### config.mk
export PLATFORM = sky130hd
export DESIGN_NAME = control_multiplicacion
export DESIGN_NICKNAME = d
export VERILOG_FILES = /design/src/rtl/control_multiplicacion_pkg.sv /design/src/rtl/control_multiplicacion_desplazamiento.sv /design/src/rtl/control_multiplicacion.sv
export SDC_FILE = /design/constraint.sdc
export NUM_CORES = 1
export LEC_CHECK = 0
export CORE_MARGIN = 2
export CORE_UTILIZATION = 35
export CTS_BUF_LIST = sky130_fd_sc_hd__clkbuf_8
export CTS_CLUSTER_DIAMETER = 150
export DETAILED_ROUTE_END_ITERATION = 8
export SETUP_SLACK_MARGIN = 0.4
export SYNTH_ARGS = -nofsm -noshare
export SYNTH_HDL_FRONTEND = slang
export SYNTH_SLANG_ARGS = --single-unit
export TNS_END_PERCENT = 1
### constraint.sdc
create_clock -name reloj -period 3.4 [get_ports reloj]
set_input_delay 0.34 -clock reloj [delete_from_list [all_inputs] [get_ports reloj]]
set_output_delay 0.34 -clock reloj [all_outputs]
set_load 0.05 [all_outputs]
### src/rtl/control_multiplicacion_pkg.sv
// Shared definitions for the 4x4 shift-add multiply controller.
//   estado_t        : controller state encoding (also exported on the debug port)
//   ANCHO_DEFECTO   : default operand width
//   ANCHO_PRODUCTO  : matching product width
package paquete_multiplicacion;

    localparam int ANCHO_DEFECTO  = 4;
    localparam int ANCHO_PRODUCTO = 2 * ANCHO_DEFECTO;

    typedef enum logic [1:0] {
        REPOSO  = 2'd0,
        CARGA   = 2'd1,
        SUMA    = 2'd2,
        ENTREGA = 2'd3
    } estado_t;

endpackage

### src/rtl/control_multiplicacion_desplazamiento.sv
// Shift-add multiply datapath.
//   reloj, reinicio : clock, async active-high reset
//   cargar          : capture a/b, clear the accumulator
//   paso            : perform one add-and-shift step
//   a, b            : multiplicand, multiplier
//   acumulador      : accumulator value including the current step's addend,
//                     so the controller can register the final sum on the last step
module multiplicador_desplazamiento
    import paquete_multiplicacion::*;
#(
    parameter int ANCHO = ANCHO_DEFECTO
) (
    input  logic               reloj,
    input  logic               reinicio,
    input  logic               cargar,
    input  logic               paso,
    input  logic [ANCHO-1:0]   a,
    input  logic [ANCHO-1:0]   b,
    output logic [2*ANCHO-1:0] acumulador
);

    logic [2*ANCHO-1:0] multiplicando_q;
    logic [ANCHO-1:0]   multiplicador_q;
    logic [2*ANCHO-1:0] acum_q;
    logic [2*ANCHO-1:0] sumando;

    always_comb begin
        sumando    = multiplicador_q[0] ? multiplicando_q : '0;
        acumulador = acum_q + sumando;
    end

    always_ff @(posedge reloj or posedge reinicio) begin
        if (reinicio) begin
            multiplicando_q <= '0;
            multiplicador_q <= '0;
            acum_q          <= '0;
        end else if (cargar) begin
            multiplicando_q <= {{ANCHO{1'b0}}, a};
            multiplicador_q <= b;
            acum_q          <= '0;
        end else if (paso) begin
            acum_q          <= acumulador;
            multiplicando_q <= multiplicando_q << 1;
            multiplicador_q <= multiplicador_q >> 1;
        end
    end

endmodule

### src/rtl/control_multiplicacion.sv
// Sequencer for one unsigned ANCHO x ANCHO multiply per rising edge of iniciar.
//   reloj, reinicio          : clock, async active-high reset
//   operando_a, operando_b   : operands, captured in CARGA
//   iniciar                  : start request (rising edge only)
//   consumidor_listo         : downstream ready
//   producto/producto_valido : registered result and its valid flag
//   ocupado                  : high while computing (CARGA, SUMA)
//   led_operando_a/_b        : high while idle, awaiting operands
//   estado                   : current state, for debug
//
// state   | meaning
// --------+-------------------------------------------------
// REPOSO  | idle, waiting for a rising edge on iniciar
// CARGA   | capture operands, clear accumulator and counter
// SUMA    | ANCHO add-and-shift steps; last one loads producto
// ENTREGA | producto valid, held until consumidor_listo
module control_multiplicacion
    import paquete_multiplicacion::*;
#(
    parameter int ANCHO = ANCHO_DEFECTO
) (
    input  logic               reloj,
    input  logic               reinicio,
    input  logic [ANCHO-1:0]   operando_a,
    input  logic [ANCHO-1:0]   operando_b,
    input  logic               iniciar,
    input  logic               consumidor_listo,
    output logic [2*ANCHO-1:0] producto,
    output logic               producto_valido,
    output logic               ocupado,
    output logic               led_operando_a,
    output logic               led_operando_b,
    output logic [1:0]         estado
);

    localparam int ANCHO_CONT = (ANCHO > 1) ? $clog2(ANCHO) : 1;
    localparam logic [ANCHO_CONT-1:0] ULTIMO_PASO = ANCHO_CONT'(ANCHO - 1);

    estado_t               estado_q, estado_d;
    logic [ANCHO_CONT-1:0] contador_q, contador_d;
    logic [2*ANCHO-1:0]    producto_q, producto_d;
    logic                  iniciar_prev_q;
    logic                  arranque;
    logic                  cargar;
    logic                  paso;
    logic [2*ANCHO-1:0]    acumulador;

    // Edges seen outside REPOSO are dropped, not queued, because
    // iniciar_prev_q tracks iniciar unconditionally.
    assign arranque = iniciar & ~iniciar_prev_q;
    assign cargar   = (estado_q == CARGA);
    assign paso     = (estado_q == SUMA);

    multiplicador_desplazamiento #(.ANCHO(ANCHO)) u_datapath (
        .reloj      (reloj),
        .reinicio   (reinicio),
        .cargar     (cargar),
        .paso       (paso),
        .a          (operando_a),
        .b          (operando_b),
        .acumulador (acumulador)
    );

    always_comb begin
        estado_d   = estado_q;
        contador_d = contador_q;
        producto_d = producto_q;
        case (estado_q)
            REPOSO: begin
                if (arranque) estado_d = CARGA;
            end
            CARGA: begin
                contador_d = '0;
                estado_d   = SUMA;
            end
            SUMA: begin
                contador_d = contador_q + 1'b1;
                if (contador_q == ULTIMO_PASO) begin
                    producto_d = acumulador;
                    estado_d   = ENTREGA;
                end
            end
            ENTREGA: begin
                if (consumidor_listo) estado_d = REPOSO;
            end
            default: estado_d = REPOSO;
        endcase
    end

    always_ff @(posedge reloj or posedge reinicio) begin
        if (reinicio) begin
            estado_q       <= REPOSO;
            contador_q     <= '0;
            producto_q     <= '0;
            iniciar_prev_q <= 1'b0;
        end else begin
            estado_q       <= estado_d;
            contador_q     <= contador_d;
            producto_q     <= producto_d;
            iniciar_prev_q <= iniciar;
        end
    end

    assign producto        = producto_q;
    assign producto_valido = (estado_q == ENTREGA);
    assign ocupado         = (estado_q == CARGA) || (estado_q == SUMA);
    assign led_operando_a  = (estado_q == REPOSO);
    assign led_operando_b  = (estado_q == REPOSO);
    assign estado          = estado_q;

endmodule

==> impl_metrics.env, run 1 <==
export IMPL_yosys_warnings=0
export IMPL_synthMuxAreaShare=0.0519
export IMPL_path_cells="inv_1, ha_1, clkdlybuf4s50_1"
export IMPL_clk_pin_slew_ns=0.07
export IMPL_crit_start="estado[1]$_DFFE_PP0P_"
export IMPL_die_h_um=75.4
export IMPL_numCtsBuffers=5
export IMPL_required_ns=3.06
export IMPL_drive_gt1_frac=0.0850
export IMPL_synth_ff_type="dfrtp_1"
export IMPL_cp_top_family="buffers and inverters"
export IMPL_synth_adder_area_share=0.0954
export IMPL_wire_per_inst_um=12.4
export IMPL_maxCapViolations=0
export IMPL_cts_root_buf="clkbuf_8"
export IMPL_crit_fanout=4
export IMPL_use_met1=0.193
export IMPL_die_width_um=75.4
export IMPL_cts_sinks=33
export IMPL_drc=0
export IMPL_initial_core_util=0.370
export IMPL_final_cells=267
export IMPL_synth_avg_cell_area_um2=10.3
export IMPL_period_share=0.655
export IMPL_max_freq_mhz=449
export IMPL_grt_max_degree=34
export IMPL_critPathArrivalTime_ns=1.89
export IMPL_synthesis_nets=198
export IMPL_ys_ff_latch=33
export IMPL_grt_pass1_wl_mm=5.90
export IMPL_yosys_area_share_simple=0.128
export IMPL_synth_edf_count=0
export IMPL_setup_viol_count_final=0
export IMPL_holdCritPathClass="primary input to async pin"
export IMPL_first_iter_violations=55
export IMPL_tns_ns=0
export IMPL_nets=224
export IMPL_synth_compound_area_frac=0.168
export IMPL_insertion_delay_ns=0.28
export IMPL_ioPinCount=26
export IMPL_dr_pass1_iters=4
export IMPL_met3_usage=0.0410
export IMPL_cellPowerDensity_mw_per_mm2=1120
export IMPL_ir_drop_mv=0.736
export IMPL_htreeDepth=2
export IMPL_core_mm2=0.00482
export IMPL_cts_tree="done"
export IMPL_p_leak_uw=0.000983
export IMPL_antenna_found_initial=0
export IMPL_status="finished, final reports clean"
export IMPL_top_usage_layer="met2"
export IMPL_max_slew_worst_pin_slew_ns=0.839
export IMPL_port_buffers=25
export IMPL_utilization=0.459
export IMPL_synth_xor_area_share=0.0372
export IMPL_use_met2=0.209
export IMPL_num_fill_cells=492
export IMPL_slew_violations=0
export IMPL_vias=1281
export IMPL_max_slew_margin=0.441
export IMPL_track_usage=0.138
export IMPL_r2r_start="u_datapath.multiplicador_q[0]$_DFFE_PP0P_"
export IMPL_hold_buffers=0
export IMPL_cp_num_buf_inv=2
export IMPL_hold_slack_ns=0.439
export IMPL_cp_end_kind="primary output"
export IMPL_critPathSlowestCell="clkdlybuf4s50_1"
export IMPL_grt_pass1_vias=1263
export IMPL_finalCriticalPeriod_ns=2.23
export IMPL_drt_vias_per_instance=4.80
export IMPL_synth_top_family_by_area="compound AO/OA/AOI/OAI gates"
export IMPL_gp_congestion=0.812
export IMPL_critical_path_startpoint_type="register"
export IMPL_ctsLongestPathBuffers=2
export IMPL_skew_ns=0.00674
export IMPL_cts_repair_resized=0
export IMPL_crit_path_max_incr_delay_ns=0.80
export IMPL_antenna_cells=0
export IMPL_report_final_hold_viol_count=0
export IMPL_routed_wl_mm=3.30
export IMPL_yosysUniqueCellTypes=40
export IMPL_postCtsSetupRepairBufs=0
export IMPL_rows=25
export IMPL_dp_hpwl_mm=2.36
export IMPL_placed_cells=259
export IMPL_rsz0062_at_grt="false"
export IMPL_ys_seq_area_frac=0.463
export IMPL_async_flop_share=1.00
export IMPL_netlist_instances=173
export IMPL_worstSetupPathType="register to primary output"
export IMPL_drtAntennaViolNets=0
export IMPL_layout_area_overhead_vs_synth_pct=24.1
export IMPL_syn_cell_area_mm2=0.00178
export IMPL_die_area_mm2=0.00568
export IMPL_grt_ovfl_total=0
[logic make-up (layout without fill, tap and decap cells)]
family | after synthesis | count (layout)
AO/OA/AOI/OAI | 44 | 44
XOR/XNOR | 6 | 6
adder cells (fa/ha/maj) | 13 | 13
buffers and inverters | 21 | 48
flip-flops | 33 | 33
multiplexers | 9 | 9
AND/OR/NAND/NOR | 47 | 47
[through the flow]
step	area, um2	power [uW]	setup slack (ns)
global placement	2080	2050	1.34
CTS	2210	2510	1.14
detailed placement	2080	2070	1.27
floorplan	1780	1770	1.17
finish	2210	2480	1.17
global route	2210	2710	1.01
[routing by layer]
layer	wire [um]	share of wire	up-vias
met2	1470	0.44	32
li1	-	-	648
met1	1650	0.50	599
met3	170	0.051	2
met4	18	0.0055	0
met5	0	0	-
[cells in the mapped netlist (all sizes together), types with 2 or more instances]
library cell / number / area share
a221oi: 2 / 0.0098
o21ai: 14 / 0.041
xor2: 4 / 0.020
nand3: 3 / 0.0084
and2: 8 / 0.029
a21oi: 11 / 0.031
nor2: 8 / 0.017
mux2i: 7 / 0.039
buf: 3 / 0.013
inv: 13 / 0.027
o2bb2ai: 7 / 0.034
nor2b: 2 / 0.0070
clkbuf: 5 / 0.016
dfrtp: 33 / 0.46
o31ai: 3 / 0.013
ha: 12 / 0.084
mux2: 2 / 0.013
nand2: 20 / 0.042
[final timing paths]
kind	end	slack [ns]	cells past startpoint
setup / recovery	ocupado	1.17	3
hold / removal	estado[1]$_DFFE_PP0P_	0.44	3
setup reg to reg	u_datapath.acum_q[6]$_DFFE_PP0P_	1.26	9
hold reg to reg	producto[6]$_DFFE_PP0P_	0.47	2
max in group asynchronous	producto[3]$_DFFE_PP0P_	2.66	3
min in group reloj	producto[6]$_DFFE_PP0P_	0.47	2
[final cells by class]
type | count | area (um2) | share of cell area
Multi-Input combinational cell | 119 | 856 | 0.387
Sequential cell | 33 | 826 | 0.373
Timing Repair Buffer | 27 | 265 | 0.120
Tap cell | 67 | 83.8 | 0.0379
Clock buffer | 5 | 68.8 | 0.0311
Clock inverter | 3 | 65.1 | 0.0294
Inverter | 13 | 48.8 | 0.0220
[worst reg2reg max path, stage by stage, from the launching register on]
cell and delay, ns:
dfrtp_1 0.45, and2_1 0.16, ha_1 0.19, inv_1 0.07, fa_1 0.40, nor2b_1 0.16, o21ai_2 0.07, a21oi_1 0.19
o31a_1 0.21, o41ai_2 0.08
[placed cells by master, fill, tap and decap left out, drive strengths merged, types with 2 or more instances in the layout]
cell type,n
o21ai,14
nand2,20
mux2,2
o31ai,3
ha,12
xor2,4
inv,13
bufinv,2
o2bb2ai,7
clkbuf,5
buf,2
and2,8
mux2i,7
clkdlybuf4s50,25
nand3,3
nor2,8
a221oi,2
dfrtp,33
nor2b,2
a21oi,11
[power breakdown]
group | internal (uW) | total [uW] | leakage [uW] | switching (uW)
clock | 291 | 437 | 0.0000681 | 145
combinational | 540 | 1380 | 0.000493 | 841
sequential | 554 | 665 | 0.000422 | 111
total | 1390 | 2480 | 0.000983 | 1100
[state kept, by name, summed over array words and instances, names as in the netlist]
signal                      flops
iniciar_prev_q                  1
u_datapath.multiplicando_q      8
estado                          2
contador_q                      2
u_datapath.multiplicador_q      4
producto                        8
u_datapath.acum_q               8
No activity file was read; power rests on OpenSTA's default activity.
==> run 2, diff against run 1 <==
clock period = 1.9 ns   (was 3.4 ns; I/O delays follow)
==> impl_metrics.env, run 2 (synthesis results as in run 1) <==
export IMPL_final_cells=283
export IMPL_crit_fanout=5
export IMPL_grt_max_degree=34
export IMPL_rows=25
export IMPL_period_share=1.09
export IMPL_layout_area_overhead_vs_synth_pct=37.8
export IMPL_skew_ns=0.00603
export IMPL_drive_gt1_frac=0.278
export IMPL_finalCriticalPeriod_ns=2.07
export IMPL_status="finished with violations"
export IMPL_vias=1380
export IMPL_initial_core_util=0.370
export IMPL_gp_congestion=0.903
export IMPL_hold_buffers=0
export IMPL_antenna_cells=0
export IMPL_core_mm2=0.00482
export IMPL_drtAntennaViolNets=0
export IMPL_violations="setup timing"
export IMPL_p_leak_uw=0.00113
export IMPL_setup_viol_count_final=6
export IMPL_wire_per_inst_um=14.2
export IMPL_placed_cells=272
export IMPL_cts_sinks=33
export IMPL_worstSetupPathType="register to register"
export IMPL_die_area_mm2=0.00568
export IMPL_cp_end_kind="register"
export IMPL_ir_drop_mv=0.761
export IMPL_dp_hpwl_mm=2.75
export IMPL_critPathArrivalTime_ns=2.25
export IMPL_tns_ns=-0.557
export IMPL_critical_path_startpoint_type="register"
export IMPL_port_buffers=25
export IMPL_grt_ovfl_total=0
export IMPL_grt_pass1_vias=1440
export IMPL_drt_vias_per_instance=4.88
export IMPL_multiInputGateArea_um2=982
export IMPL_holdCritPathClass="primary input to async pin"
export IMPL_layout_common_cells="dfrtp_1, buf_4, nand2_1, o21ai_0, clkdlybuf4s50_1"
export IMPL_insertion_delay_ns=0.28
export IMPL_clk_pin_slew_ns=0.07
export IMPL_cts_tree="done"
export IMPL_setup_ws_ns=-0.175
export IMPL_finalPower_uw=5130
export IMPL_ioPinCount=26
export IMPL_report_final_hold_viol_count=0
export IMPL_ctsLongestPathBuffers=2
export IMPL_required_ns=2.07
export IMPL_numCtsBuffers=5
export IMPL_maxCapViolations=0
export IMPL_nets=240
export IMPL_htreeDepth=2
export IMPL_routed_wl_mm=4.01
export IMPL_cellPowerDensity_mw_per_mm2=2090
export IMPL_max_slew_margin=0.672
export IMPL_max_freq_mhz=482
export IMPL_antenna_found_initial=0
export IMPL_track_usage=0.161
export IMPL_post_route_cell_area_mm2=0.00246
export IMPL_rsz0062_at_grt="true"
export IMPL_grt_pass1_wl_mm=6.77
export IMPL_die_h_um=75.4
export IMPL_first_iter_violations=39
export IMPL_slew_violations=0
export IMPL_cts_root_buf="clkbuf_8"
export IMPL_die_width_um=75.4
export IMPL_detailed_place_area_mm2=0.00221
export IMPL_max_slew_worst_pin_slew_ns=0.491
export IMPL_drc=0
export IMPL_ff_latch_area_um2=830
export IMPL_num_fill_cells=475
export IMPL_final_common_cell="dfrtp_1"
export IMPL_dr_pass1_iters=3
export IMPL_hold_slack_ns=0.297
## run 2: cell count changes in the layout (fill, tap and decap cells not counted), sizes merged
| cell | before | now |
|---|---|---|
| dlygate4sd2 | 0 | 10 |
| clkdlybuf4s50 | 25 | 11 |
| buf | 2 | 22 |
## run 2: critical path, stage by stage (launching register included)
cell and delay (ns):
dfrtp_2 0.43, buf_4 0.15, and2_1 0.16, ha_1 0.29, buf_4 0.15, and2_1 0.14
o31a_1 0.33, o41ai_4 0.32
## run 2: final timing paths
| kind | start | end | slack, ns | cells after the start |
|---|---|---|---|---|
| worst max-delay path | u_datapath.multiplicador_q[0]$_DFFE_PP0P_ | u_datapath.acum_q[6]$_DFFE_PP0P_ | -0.17 | 7 |
| worst min-delay path | reinicio | u_datapath.acum_q[7]$_DFFE_PP0P_ | 0.30 | 3 |
| worst max register to register | u_datapath.multiplicador_q[0]$_DFFE_PP0P_ | u_datapath.acum_q[6]$_DFFE_PP0P_ | -0.17 | 7 |
| worst min register to register | producto[2]$_DFFE_PP0P_ | producto[2]$_DFFE_PP0P_ | 0.47 | 2 |
| max in group asynchronous | reinicio | estado[0]$_DFFE_PP0P_ | 1.28 | 3 |
| min in group reloj | iniciar | iniciar_prev_q$_DFF_PP0_ | 0.39 | 1 |
## run 2: repair_timing
action	in CTS	in global routing
endpoints found under the setup margin	32	31
setup buffers	2	1
pin swaps	10	8
resized for setup	22	8
## run 2: area by class of cell
type	instances	area share
multi-input combinational	119	0.400
clock buffer	5	0.0280
tap	67	0.0341
clock inverter	3	0.0265
timing repair buffer	43	0.154
inverter	13	0.0199
sequential	33	0.338
## run 2: through the flow
stage                util  worst slack, ns
floorplan               -           0.0342
global placement    0.460          -0.0829
detailed placement  0.460           -0.248
CTS                 0.503           -0.137
global route        0.510           -0.245
finish              0.510           -0.175
## run 2: where the power goes
group / total, uW / internal (uW) / switching [uW]
sequential: 1210 / 998 / 209
clock: 782 / 521 / 261
combinational: 3140 / 1370 / 1770
## run 2: metal layers
| metal | track usage | share of wire | up-vias |
|---|---|---|---|
| met5 | 0 | 0 | - |
| met4 | 0.0721 | 0.024 | 0 |
| met3 | 0.0437 | 0.039 | 10 |
| met2 | 0.271 | 0.51 | 28 |
| met1 | 0.191 | 0.42 | 658 |
| li1 | - | - | 684 |
==> run 3, diff against run 2 <==
ABC_AREA = 1   (was default)
==> impl_metrics.env, run 3 <==
export IMPL_status="finished, final reports clean"
export IMPL_synth_area_leader_cell="dfrtp_1"
export IMPL_drc=0
export IMPL_cts_tree="done"
export IMPL_rsz0062_at_grt="true"
export IMPL_setup_viol_count_final=0
export IMPL_dp_hpwl_mm=2.65
export IMPL_first_iter_violations=69
export IMPL_drive_gt1_frac=0.190
export IMPL_port_buffers=25
export IMPL_critPathArrivalTime_ns=1.91
export IMPL_grt_ovfl_total=0
export IMPL_grt_pass1_vias=1441
export IMPL_max_freq_mhz=579
export IMPL_async_flop_share=1.00
export IMPL_ir_drop_mv=1.58
export IMPL_synth_edf_count=0
export IMPL_hold_buffers=0
export IMPL_synth_top_area_frac=0.460
export IMPL_ys_seq_area_frac=0.460
export IMPL_numCtsBuffers=5
export IMPL_layout_area_overhead_vs_synth_pct=28.8
export IMPL_cellPowerDensity_mw_per_mm2=1680
export IMPL_syn_cell_area_mm2=0.00179
export IMPL_worstSetupPathType="register to register"
export IMPL_insertion_delay_ns=0.29
export IMPL_use_met1=0.188
export IMPL_cts_sinks=33
export IMPL_synthTopCellsByArea="dfrtp_1, nand2_1, ha_1"
export IMPL_initial_core_util=0.356
export IMPL_vias=1425
export IMPL_grt_pass1_wl_mm=6.41
export IMPL_antenna_cells=0
export IMPL_detailed_place_area_mm2=0.00215
export IMPL_period_share=0.909
export IMPL_synthesis_nets=241
export IMPL_r2r_start="u_datapath.multiplicador_q[0]$_DFFE_PP0P_"
export IMPL_synth_avg_cell_area_um2=8.31
export IMPL_finalCriticalPeriod_ns=1.73
export IMPL_grt_max_degree=34
export IMPL_die_h_um=75.6
export IMPL_die_width_um=75.6
export IMPL_num_fill_cells=515
export IMPL_r2r_end="u_datapath.acum_q[4]$_DFFE_PP0P_"
export IMPL_netlist_instances=216
export IMPL_synth_commonest_cells="nand2_1, inv_1, dfrtp_1, nand3_1, ha_1"
export IMPL_synth_ff_type="dfrtp_1"
export IMPL_clk_pin_slew_ns=0.07
export IMPL_ctsLongestPathBuffers=2
export IMPL_ys_ff_latch=33
export IMPL_r2r_cells=8
export IMPL_yosys_warnings=0
export IMPL_die_area_mm2=0.00572
export IMPL_crit_fanout=6
export IMPL_max_slew_margin=0.666
export IMPL_max_slew_worst_pin_slew_ns=0.500
export IMPL_cp_end_kind="register"
export IMPL_wire_per_inst_um=11.6
export IMPL_ioPinCount=26
export IMPL_crit_end="u_datapath.acum_q[4]$_DFFE_PP0P_"
export IMPL_hold_slack_ns=0.286
export IMPL_use_met2=0.252
export IMPL_maxCapViolations=0
export IMPL_antenna_found_initial=0
export IMPL_drtAntennaViolNets=0
export IMPL_nets=272
export IMPL_critical_path_startpoint_type="register"
export IMPL_final_cells=317
export IMPL_rows=26
export IMPL_multiInputGateArea_um2=857
export IMPL_cts_root_buf="clkbuf_8"
export IMPL_routed_wl_mm=3.69
export IMPL_synth_most_common_cell="nand2_1"
export IMPL_ff_latch_area_um2=830
export IMPL_p_leak_uw=0.00117
export IMPL_htreeDepth=2
export IMPL_final_common_cell="nand2_1"
export IMPL_crit_start="u_datapath.multiplicador_q[0]$_DFFE_PP0P_"
export IMPL_required_ns=2.08
export IMPL_skew_ns=0.00575
export IMPL_holdCritPathClass="primary input to async pin"
export IMPL_top_usage_layer="met2"
export IMPL_core_mm2=0.00504
export IMPL_post_route_cell_area_mm2=0.00231
export IMPL_drt_vias_per_instance=4.50
export IMPL_tns_ns=0
export IMPL_placed_cells=308
export IMPL_slew_violations=0
export IMPL_report_final_hold_viol_count=0
export IMPL_yosysUniqueCellTypes=26
export IMPL_ff2ff_setup_slack_ns=0.17
export IMPL_layout_common_cells="nand2_1, inv_1, dfrtp_1, nand3_1, clkdlybuf4s50_1"
export IMPL_met3_usage=0.0437
export IMPL_track_usage=0.149
export IMPL_gp_congestion=0.795
export IMPL_dr_pass1_iters=4
## run 3: cell types whose count changed after synthesis, moves of 7 or more
cell / before / now
a21oi_1: 11 / 4
and2_1: 7 / 0
inv_1: 13 / 35
mux2i_1: 7 / 0
nand2_1: 20 / 61
nand3_1: 3 / 24
o2bb2ai_1: 7 / 0
## run 3: final cells by class
cell class,count,share of cell area
inverters,37,0.0612
clock buffers,6,0.0357
clock inverters,1,0.00325
well taps,70,0.0379
multi-input cells,138,0.371
repair buffers,32,0.132
flip-flops and latches,33,0.359
## run 3: layer usage
layer | part of all wire | vias up
met1 | 0.47 | 660
met4 | 0.0073 | 0
li1 | - | 739
met2 | 0.49 | 22
met3 | 0.033 | 4
met5 | 0 | -
## run 3: report_power, final
group          total [uW]  switching (uW)  leakage, uW  internal [uW]
Combinational        2240            1460     0.000693            781
Clock                 543             256    0.0000433            286
Sequential           1110             155     0.000437            952
Total                3890            1870      0.00117           2020
## run 3: worst min path at each step
stage / endpoint / slack [ns] / depth (start not counted) / start
final: producto[4]$_DFFE_PP0P_ / 0.29 / 3 / reinicio
after global routing: u_datapath.acum_q[4]$_DFFE_PP0P_ / 0.37 / 3 / reinicio
after CTS: producto[4]$_DFFE_PP0P_ / 0.30 / 3 / reinicio
after detailed placement: producto[4]$_DFFE_PP0P_ / 0.46 / 2 / producto[4]$_DFFE_PP0P_
after global placement: producto[3]$_DFFE_PP0P_ / 0.46 / 2 / producto[3]$_DFFE_PP0P_
after floorplan: iniciar_prev_q$_DFF_PP0_ / 0.22 / 0 / iniciar
## run 3: what timing repair did
action	CTS	global route
setup buffers	1	1
setup endpoints to repair	25	31
gates cloned	0	0
pin swaps	2	6
resized for setup	5	11
## run 3: kinds of logic after synthesis
family | Yosys count | share of synthesized area
and+or+nand+nor | 96 | 0.233
buffers and inverters | 45 | 0.0990
DFF | 33 | 0.460
AOI/OAI and AO/OA | 27 | 0.103
adders and majority gates | 13 | 0.0948
xor gates and xnor gates | 2 | 0.00976
## run 3: worst max-delay path: stages (launching register included)
cell and delay (ns):
dfrtp_2 0.44, nand2_1 0.07, inv_1 0.04, ha_1 0.32
or2_1 0.24, and2_4 0.16, or2_1 0.24, nand3_1 0.08
nand2_1 0.05
## run 3: through the flow
stage	setup WS, ns	total power, uW	util
3_5_place_dp	0.0889	3330	0.427
6_report	0.173	3890	0.458
5_1_grt	0.0693	4190	0.458
3_3_place_gp	0.137	3310	0.427
4_1_cts	0.199	3910	0.448
2_1_floorplan	0.219	2740	-
